==> config.mk <==
export PLATFORM = sky130hd
export DESIGN_NAME = dqs_eye_train_ctrl
export DESIGN_NICKNAME = d
export VERILOG_FILES = /design/src/rtl/dqs_train_pkg.sv /design/src/rtl/dqs_train_timer.sv /design/src/rtl/dqs_eye_train_ctrl.sv
export SDC_FILE = /design/constraint.sdc
export NUM_CORES = 1
export LEC_CHECK = 0
export ABC_AREA = 1
export BUFFER_PORTS_ARGS = -buffer_cell sky130_fd_sc_hd__buf_2
export CAP_MARGIN = 0
export CORE_ASPECT_RATIO = 1.25
export CORE_MARGIN = 4
export CORE_UTILIZATION = 50
export DETAILED_ROUTE_END_ITERATION = 6
export GPL_ROUTABILITY_DRIVEN = 0
export GPL_TIMING_DRIVEN = 1
export PLACE_DENSITY = 0.71
export SETUP_SLACK_MARGIN = 0.5
export SLEW_MARGIN = 40
export SYNTH_ARGS = -nofsm -noshare
export SYNTH_HDL_FRONTEND = slang
export SYNTH_SLANG_ARGS = --single-unit
==> constraint.sdc <==
create_clock -name FAB_CLK -period 2.4 [get_ports FAB_CLK]
set_input_delay 0.12 -clock FAB_CLK [delete_from_list [all_inputs] [get_ports FAB_CLK]]
set_output_delay 0.12 -clock FAB_CLK [all_outputs]
set_load 0.02 [all_outputs]
==> src/rtl/dqs_train_pkg.sv <==
// Shared state encoding, error codes and busy decode for the DQS eye training sequencer.
package dqs_train_pkg;

  typedef enum logic [3:0] {
    ST_IDLE,
    ST_LOAD,
    ST_CLEAR,
    ST_SETTLE,
    ST_SAMPLE,
    ST_MOVE,
    ST_MOVE_WAIT,
    ST_DONE,
    ST_FAIL
  } state_t;

  localparam logic [1:0] ERR_NONE  = 2'b00;
  localparam logic [1:0] ERR_RANGE = 2'b01;
  localparam logic [1:0] ERR_STEPS = 2'b10;
  localparam logic [1:0] ERR_NOEYE = 2'b11;

  function automatic logic is_busy(input state_t s);
    return (s inside {ST_LOAD, ST_CLEAR, ST_SETTLE, ST_SAMPLE, ST_MOVE, ST_MOVE_WAIT});
  endfunction

endpackage

==> src/rtl/dqs_train_timer.sv <==
// Loadable down-counter shared by the settle and move-wait intervals; expire is high while the count is zero.
// A load value of N gives N+1 cycles of wait with expire asserted in the last one.
module dqs_train_timer #(
  parameter int CNT_W = 5
) (
  input  logic             clk,
  input  logic             rst_n,
  input  logic             load,
  input  logic [CNT_W-1:0] load_val,
  output logic             expire
);

  logic [CNT_W-1:0] cnt;

  always_ff @(posedge clk or negedge rst_n) begin
    if (!rst_n) begin
      cnt <= '0;
    end else if (load) begin
      cnt <= load_val;
    end else if (cnt != '0) begin
      cnt <= cnt - CNT_W'(1);
    end
  end

  assign expire = (cnt == '0);

endmodule

==> src/rtl/dqs_eye_train_ctrl.sv <==
// Per-lane DQS read-capture training: walks the IOD RX delay from eye-monitor flags until centred.
// All outputs registered off the next-state decode; START ignored while busy, ABORT overrides everything.
module dqs_eye_train_ctrl
  import dqs_train_pkg::*;
#(
  parameter int SETTLE_CYCLES = 16,
  parameter int STABLE_TARGET = 4,
  parameter int MAX_STEPS     = 255,
  parameter int TAP_W         = 8
) (
  input  logic             FAB_CLK,
  input  logic             ARST_N,
  input  logic             START,
  input  logic             ABORT,
  input  logic             EYE_MONITOR_EARLY,
  input  logic             EYE_MONITOR_LATE,
  input  logic             DELAY_LINE_OUT_OF_RANGE,
  output logic             DELAY_LINE_LOAD,
  output logic             DELAY_LINE_MOVE,
  output logic             DELAY_LINE_DIRECTION,
  output logic             EYE_MONITOR_CLEAR_FLAGS,
  output logic             BUSY,
  output logic             DONE,
  output logic [1:0]       ERROR,
  output logic [TAP_W-1:0] TAP_OFFSET,
  output logic [TAP_W-1:0] STEP_COUNT
);

  localparam int TMR_W = $clog2(SETTLE_CYCLES + 1);
  localparam int STB_W = $clog2(STABLE_TARGET + 1);

  state_t           state, state_nxt;
  logic             tmr_load, tmr_expire;
  logic [TMR_W-1:0] tmr_val;
  logic             cnt_clr, step_en, stb_inc, dir_upd, dir_nxt;
  logic [1:0]       err_nxt;
  logic [STB_W-1:0] stable_cnt;
  logic             at_limit;

  assign at_limit = (STEP_COUNT == TAP_W'(MAX_STEPS));

  dqs_train_timer #(.CNT_W(TMR_W)) u_timer (
    .clk      (FAB_CLK),
    .rst_n    (ARST_N),
    .load     (tmr_load),
    .load_val (tmr_val),
    .expire   (tmr_expire)
  );

  always_comb begin
    state_nxt = state;
    tmr_load  = 1'b0;
    tmr_val   = '0;
    cnt_clr   = 1'b0;
    step_en   = 1'b0;
    stb_inc   = 1'b0;
    dir_upd   = 1'b0;
    dir_nxt   = DELAY_LINE_DIRECTION;
    err_nxt   = ERROR;
    case (state)
      ST_IDLE, ST_DONE, ST_FAIL: begin
        if (START) begin
          state_nxt = ST_LOAD;
          cnt_clr   = 1'b1;
          err_nxt   = ERR_NONE;
        end
      end
      ST_LOAD: state_nxt = ST_CLEAR;
      ST_CLEAR: begin
        state_nxt = ST_SETTLE;
        tmr_load  = 1'b1;
        tmr_val   = TMR_W'(SETTLE_CYCLES - 1);
      end
      ST_SETTLE: if (tmr_expire) state_nxt = ST_SAMPLE;
      ST_SAMPLE: begin
        case ({EYE_MONITOR_EARLY, EYE_MONITOR_LATE})
          2'b10, 2'b01: begin
            state_nxt = ST_MOVE;
            dir_upd   = 1'b1;
            dir_nxt   = EYE_MONITOR_EARLY;
          end
          2'b00: begin
            stb_inc   = 1'b1;
            state_nxt = (stable_cnt == STB_W'(STABLE_TARGET - 1)) ? ST_DONE : ST_CLEAR;
          end
          default: begin
            state_nxt = ST_FAIL;
            err_nxt   = ERR_NOEYE;
          end
        endcase
      end
      ST_MOVE: begin
        if (at_limit) begin
          state_nxt = ST_FAIL;
          err_nxt   = ERR_STEPS;
        end else begin
          state_nxt = ST_MOVE_WAIT;
          step_en   = 1'b1;
          tmr_load  = 1'b1;
          tmr_val   = TMR_W'(1);
        end
      end
      // range flag is only trusted once the delay line has had two cycles to respond
      ST_MOVE_WAIT: begin
        if (tmr_expire) begin
          if (DELAY_LINE_OUT_OF_RANGE) begin
            state_nxt = ST_FAIL;
            err_nxt   = ERR_RANGE;
          end else begin
            state_nxt = ST_CLEAR;
          end
        end
      end
      default: state_nxt = ST_IDLE;
    endcase
    if (ABORT) begin
      state_nxt = ST_IDLE;
      tmr_load  = 1'b0;
      cnt_clr   = 1'b0;
      step_en   = 1'b0;
      stb_inc   = 1'b0;
      dir_upd   = 1'b0;
      err_nxt   = ERR_NONE;
    end
  end

  always_ff @(posedge FAB_CLK or negedge ARST_N) begin
    if (!ARST_N) begin
      state                   <= ST_IDLE;
      DELAY_LINE_LOAD         <= 1'b0;
      DELAY_LINE_MOVE         <= 1'b0;
      DELAY_LINE_DIRECTION    <= 1'b0;
      EYE_MONITOR_CLEAR_FLAGS <= 1'b0;
      BUSY                    <= 1'b0;
      DONE                    <= 1'b0;
      ERROR                   <= ERR_NONE;
      TAP_OFFSET              <= '0;
      STEP_COUNT              <= '0;
      stable_cnt              <= '0;
    end else begin
      state                   <= state_nxt;
      DELAY_LINE_LOAD         <= (state_nxt == ST_LOAD);
      EYE_MONITOR_CLEAR_FLAGS <= (state_nxt == ST_CLEAR);
      DELAY_LINE_MOVE         <= (state_nxt == ST_MOVE) && !at_limit;
      BUSY                    <= is_busy(state_nxt);
      DONE                    <= (state_nxt == ST_DONE);
      ERROR                   <= err_nxt;
      if (dir_upd) DELAY_LINE_DIRECTION <= dir_nxt;
      if (cnt_clr) begin
        TAP_OFFSET <= '0;
        STEP_COUNT <= '0;
        stable_cnt <= '0;
      end else if (step_en) begin
        STEP_COUNT <= STEP_COUNT + TAP_W'(1);
        TAP_OFFSET <= DELAY_LINE_DIRECTION ? TAP_OFFSET + TAP_W'(1) : TAP_OFFSET - TAP_W'(1);
        stable_cnt <= '0;
      end else if (stb_inc) begin
        stable_cnt <= stable_cnt + STB_W'(1);
      end
    end
  end

endmodule

==> impl_metrics.json, run 1 <==
{
  "syn_nets": 310,
  "grt_overflow_total": 0,
  "crit_top_cell": "nand2_1",
  "crit_path_top_delay_cell": "dfrtp_2",
  "path_class": "reg -> reg",
  "wl_per_cell_um": 13.1,
  "r2r_start": "DELAY_LINE_DIRECTION",
  "hold_depth": 2,
  "post-route-period-util_pct": 73.4,
  "clkTransAtPathRegs_ps": 70,
  "drc_errors": 0,
  "synth_cells": 289,
  "post_synth.cell_area_avg_sq_um": 7.75,
  "insertion_delay_ps": 290,
  "regArea_sq_um": 902,
  "antenna_found_initial": 0,
  "nFillCells": 386,
  "dpl-instance-area_sq_um": 2450,
  "vias": 1990,
  "layout_common_cells": "nand2_1, inv_1, dfrtp_1",
  "wl_um": 5000,
  "cp_num_buf_inv": 1,
  "syn_area_sq_um": 2240,
  "hold_class": "in -> reg",
  "fin_setup_tns_ps": 0,
  "cpPeakStageDelay_ps": 450,
  "crit_start": "DELAY_LINE_DIRECTION",
  "syn_to_final_growth_pct": 15.2,
  "clockRootBuffer": "clkbuf_8",
  "maxCapViolCount": 0,
  "start_kind": "flip-flop",
  "grt_pass1_wl_um": 8540,
  "period_minus_slack_ps": 1760,
  "grt_max_degree": 37,
  "hold_viol": 0,
  "p_per_area_nw_per_um2": 587,
  "drive_above_1_share_pct": 20.2,
  "utilization_pct": 61.5,
  "multi_input_area_sq_um": 1200,
  "tritoncts": "built",
  "rows": 26,
  "clock_path_buffers": 2,
  "drtPass1Iterations": 4,
  "cts.sinks": 36,
  "maxSlewViolCount": 0,
  "nets": 348,
  "track_usage_pct": 19.5,
  "critPathArrivalTime_ps": 1960,
  "p_leak_uw": 0.00137,
  "die_h_um": 82.9,
  "hold-path-endpoint": "state[3]",
  "antenna_cells": 0,
  "fp.coreArea_sq_um": 4200,
  "worstHoldStart": "ABORT",
  "p_total_uw": 1520,
  "initial_core_util_pct": 53.4,
  "final_common_cell": "nand2_1",
  "path_delay_family": "compound AO/OA/AOI/OAI gates",
  "critPathMaxFanout": 6,
  "ys_seq_area_share_pct": 40.2,
  "r2r_slack_ps": 640,
  "rsz0062_at_grt": "false",
  "chipWidth_um": 67.9,
  "htree_levels": 2,
  "ff2ff_path_depth": 8,
  "yosysWarnings": 0,
  "pin_count": 31,
  "die_area_sq_um": 5620,
  "cp.required_ps": 2600,
  "setup_violations": 0,
  "drt_iter0_drc": 90,
  "hpwl_um": 3840,
  "cp_cell_sequence": "inv_2 > ha_1 > a21o_1 > a31oi_1 > nand2_1 > nand2_1 > nand2_1 > o21ai_0",
  "fin_area_sq_um": 2580,
  "vdd_ir_drop_max_uv": 476,
  "status": "finished, final reports clean",
  "timing.fmax_mhz": 568,
  "yosys_register_bits": 36,
  "finClkSkew_ps": 4.97,
  "cts_made_buffers": 5,
  "ys_types": 36,
  "numPortBuffers": 30,
  "rr_endpoint": "TAP_OFFSET[7]",
  "maxSlewHeadroom_pct": 69.3,
  "viasPerCell": 5.20,
  "postRouteAntennaNets": 0,
  "end_kind": "flip-flop",
  "first_global_vias": 1888,
  "worst_pin_slew_ps": 461
}
registers in the layout (all words and copies together) (netlist names):
register and flops:
STEP_COUNT 8, TAP_OFFSET 8, u_timer.cnt 5, state 4, stable_cnt 3, ERROR 2
BUSY 1, DELAY_LINE_DIRECTION 1, DELAY_LINE_LOAD 1, DELAY_LINE_MOVE 1, DONE 1, EYE_MONITOR_CLEAR_FLAGS 1
worst reg2reg max path: stages (launching register included):
cell     delay, ps
dfrtp_2        450
inv_2          150
ha_1           310
a21o_1         200
a31oi_1        170
nand2_1        100
nand2_1         70
nand2_1         40
o21ai_0        180
cell usage after synthesis, drive strengths merged:
library cell   n  area (sq um)
a211oi         1          7.51
a21o           1          7.51
a21oi         10          50.1
a22o           1          8.76
a31oi          3          18.8
a32oi          1          8.76
and3           1          6.26
buf            1          11.3
clkbuf         1          3.75
dfrtp         36           901
fa             1          20.0
ha            13           163
inv           42           158
nand2         78           313
nand3         24           143
nand4          6          37.5
nor2          32           140
nor3           5          35.0
nor3b          1          7.51
o211ai         1          7.51
o21ai         16          83.8
o22ai          1          6.26
o311ai         1          8.76
o31ai          2          15.0
or2            3          18.8
xnor2          3          26.3
xor2           4          35.0
what timing repair did:
item | in CTS | in global routing
endpoints found under the setup margin | 0 | 17
hold buffers | 1 | 0
gates resized for setup | 0 | 6
buffers inserted | 0 | 1
endpoints found under the hold margin | 36 | 0
report_power, final:
part,switching (uW),internal [uW]
Combinational,257,140
Sequential,41.9,669
Clock,210,197
worst max path at each step:
stage | end | slack (ps) | depth (start not counted)
floorplan | TAP_OFFSET[5] | 610 | 9
global placement | TAP_OFFSET[5] | 600 | 9
detailed placement | TAP_OFFSET[2] | 540 | 9
CTS | TAP_OFFSET[2] | 510 | 9
global route | stable_cnt[2] | 500 | 9
finish | TAP_OFFSET[7] | 640 | 8
layout make-up:
cell class | instances | area share (%)
clock buffer | 6 | 2.81
clock inverter | 1 | 0.194
tap | 56 | 2.71
timing repair buffer | 33 | 6.88
sequential | 36 | 34.9
inverter | 42 | 6.10
multi-input combinational | 209 | 46.4
metrics by stage:
step	setup WS, ps	hold slack [ps]	instances
3_3_place_gp	604	256	374
3_5_place_dp	544	261	374
5_1_grt	496	118	383
4_1_cts	514	96.7	382
6_report	638	109	383
2_1_floorplan	606	-176	289
cells by family (layout without fill, tap and decap cells):
| kind of cell | count (synthesis) | after routing | share of synthesized area, % |
|---|---|---|---|
| AOI/OAI and AO/OA | 38 | 38 | 9.94 |
| and+or+nand+nor | 150 | 150 | 31.3 |
| xor gates and xnor gates | 7 | 7 | 2.74 |
| buffers and inverters | 44 | 82 | 7.70 |
| adders and majority gates | 14 | 14 | 8.15 |
| DFF | 36 | 36 | 40.2 |
layer usage:
metal / track usage [%] / share of wire (%) / vias to the layer above
met2: 33.2 / 52 / 47
met5: 0 / 0 / -
li1: - / - / 1018
met4: 6.33 / 1.6 / 0
met3: 5.14 / 5.4 / 8
met1: 23.4 / 41 / 917
Note: power is estimated with default switching activity, not from simulation.
==> run 2: changes to the inputs <==
--- a/config.mk
+++ b/config.mk
@@ -14,7 +14,7 @@
 export DETAILED_ROUTE_END_ITERATION = 6
 export GPL_ROUTABILITY_DRIVEN = 0
 export GPL_TIMING_DRIVEN = 1
-export PLACE_DENSITY = 0.71
+export PLACE_DENSITY = 0.74
 export SETUP_SLACK_MARGIN = 0.5
 export SLEW_MARGIN = 40
 export SYNTH_ARGS = -nofsm -noshare
==> constraint.sdc (replaced) <==
create_clock -name FAB_CLK -period 1.6 [get_ports FAB_CLK]
set_input_delay 0.08 -clock FAB_CLK [delete_from_list [all_inputs] [get_ports FAB_CLK]]
set_output_delay 0.08 -clock FAB_CLK [all_outputs]
set_load 0.02 [all_outputs]
==> run 2 against run 1 <==
- the run now ends with negative setup slack left
- clock-buffer cell count stayed put
- non-clock buffer count is 52 higher
- final area rose by 40%
- via count is 31% higher
- worst hold slack worse by 36 ps
- cell count grew 15%
- register-to-register slack worse by 780 ps
- routed wire length grew 69%
- clock skew increased by 3.7 ps
- flip-flop and latch count unchanged
- critical path type unchanged
- critical endpoint unchanged
- largest power group unchanged
==> impl_metrics.json, run 2 (same netlist as run 1, synthesis figures left out) <==
{
  "seq_power_share_pct": 37.0,
  "antenna_found_initial": 0,
  "start_kind": "flip-flop",
  "initial_core_util_pct": 53.4,
  "hold_class": "in -> reg",
  "maxSlewViolCount": 0,
  "combPwrFrac_pct": 35.2,
  "layout_common_cells": "nand2_1, buf_4, dfrtp_1, inv_1, buf_2",
  "crit_top_cell": "nand2_1",
  "switching_share_pct": 36.1,
  "finClkSkew_ps": 8.65,
  "place_inst": 386,
  "cp_num_buf_inv": 1,
  "maxSlewHeadroom_pct": 72.1,
  "insertion_delay_ps": 310,
  "final_common_cell": "nand2_1",
  "p_leak_uw": 0.00179,
  "worst_pin_slew_ps": 415,
  "cts.sinks": 36,
  "p_switching_uw": 1060,
  "path_delay_family": "compound AO/OA/AOI/OAI gates",
  "vias": 2598,
  "hold_depth": 2,
  "hold_viol": 0,
  "numPortBuffers": 30,
  "setup.worst_path.end": "TAP_OFFSET[7]",
  "cp.required_ps": 1810,
  "syn_to_final_growth_pct": 61.4,
  "die_h_um": 82.9,
  "p_int_uw": 1880,
  "grt_pass1_wl_um": 11000,
  "hpwl_um": 4050,
  "critPathMaxFanout": 6,
  "wl_um": 8470,
  "status": "complete, but fails checks",
  "utilization_pct": 86.2,
  "clock_path_buffers": 2,
  "die_area_sq_um": 5620,
  "holdWs_ps": 72.9,
  "end_kind": "flip-flop",
  "p_per_area_nw_per_um2": 813,
  "post-route-period-util_pct": 109,
  "clkTransAtPathRegs_ps": 80,
  "fin_cells": 440,
  "cp_cell_sequence": "inv_4 > ha_1 > a21o_1 > a31oi_1 > nand2_1 > nand2_1 > nand2_1 > o21ai_0",
  "wl_per_cell_um": 19.3,
  "crit_cells": 8,
  "clockRootBuffer": "clkbuf_8",
  "nets": 404,
  "tritoncts": "built",
  "drc_errors": 0,
  "antenna_cells": 0,
  "drive_above_1_share_pct": 56.0,
  "drtPass1Iterations": 5,
  "first_global_vias": 2369,
  "p_clk_share_pct": 27.9,
  "rows": 26,
  "r2r_slack_ps": -140,
  "chipWidth_um": 67.9,
  "r2r_start": "DELAY_LINE_DIRECTION",
  "nFillCells": 207,
  "grt_overflow_total": 0,
  "setup_violations": 16,
  "cpPeakStageDelay_ps": 450,
  "postRouteAntennaNets": 0,
  "grt_max_degree": 17,
  "viasPerCell": 5.90,
  "rsz0062_at_grt": "true",
  "violations": "negative setup slack",
  "ff2ff_path_depth": 8,
  "cts_made_buffers": 5,
  "vdd_ir_drop_max_uv": 858,
  "maxCapViolCount": 0,
  "top_regs": "STEP_COUNT x8, TAP_OFFSET x8, u_timer.cnt x5",
  "period_minus_slack_ps": 1740,
  "critPathArrivalTime_ps": 1950,
  "track_usage_pct": 25.8,
  "timing.fmax_mhz": 575,
  "setup_ws_ps": -140,
  "htree_levels": 2,
  "pin_count": 31,
  "crit_path_top_delay_cell": "dfrtp_2",
  "fp.coreArea_sq_um": 4200,
  "path_class": "reg -> reg",
  "drt_iter0_drc": 189,
  "rr_endpoint": "TAP_OFFSET[7]",
  "crit_start": "DELAY_LINE_DIRECTION"
}
-- run 2: changes by cell type in the layout (fill, tap and decap cells not counted), moves of 9 or more --
cell     before  now
inv_1        36   27
nand2_2       3   20
nand3_1      20    9
buf_4         3   35
nor2_4        2   12
nand2_1      73   47
o21ai_0      15    4
buf_6         0   22
nand2_4       2   11
nor2_1       27   14
-- run 2: worst register-to-register path, stage by stage (launching register included) --
cell	delay, ps
dfrtp_2	450
inv_4	120
ha_1	270
a21o_1	190
a31oi_1	150
nand2_1	110
nand2_1	80
nand2_1	70
o21ai_0	200
-- run 2: routing by layer --
metal  global-route usage [%]  part of all wire [%]  up-vias
li1                         -                     -     1135
met1                     29.8                    36     1262
met2                     42.4                    53      152
met3                     6.22                   6.7       49
met4                     14.1                   4.3        0
met5                        0                     0        -
-- run 2: worst min-delay path by stage --
stage	startpoint	slack, ps	to
4_1_cts	ABORT	50	state[3]
3_3_place_gp	ARST_N	20	u_timer.cnt[0]
5_1_grt	ABORT	60	state[3]
3_5_place_dp	ARST_N	20	u_timer.cnt[0]
2_1_floorplan	ARST_N	-220	BUSY
6_report	ABORT	70	state[3]
-- run 2: metrics by stage --
stage / setup slack (ps) / area, sq um / TNS (ps) / power [uW]
after global routing: -221 / 3620 / -2230 / 3080
after global placement: 40.7 / 2700 / 0 / 1790
after CTS: 32.9 / 3270 / 0 / 2780
after detailed placement: 1.49 / 2700 / 0 / 1800
after floorplan: 48.0 / 2390 / 0 / 1610
final: -140 / 3620 / -685 / 2940
-- run 2: power by group through the flow --
stage | Combinational [uW] | Clock, uW | Sequential (uW)
2_1_floorplan | 510 | 0 | 1100
3_3_place_gp | 698 | 0 | 1090
3_5_place_dp | 710 | 0 | 1090
4_1_cts | 885 | 811 | 1080
5_1_grt | 1120 | 863 | 1100
6_report | 1030 | 819 | 1090
-- run 2: layout make-up --
class / instances / area, sq um / share of cell area (%)
Clock buffer: 6 / 72.6 / 2.01
Clock inverter: 2 / 35.0 / 0.969
Inverter: 42 / 188 / 5.19
Multi-Input combinational cell: 211 / 1650 / 45.7
Sequential cell: 36 / 912 / 25.2
Tap cell: 56 / 70.1 / 1.94
Timing Repair Buffer: 85 / 671 / 18.5
Timing Repair inverter: 2 / 17.5 / 0.484
-- run 2: what timing repair did --
action / CTS / global route
hold buffers: 1 / 0
setup endpoints to repair: 37 / 40
gates resized for setup: 66 / 60
pin swaps: 25 / 31
setup buffers: 26 / 15
gates cloned: 2 / 2
endpoints found under the hold margin: 14 / 0
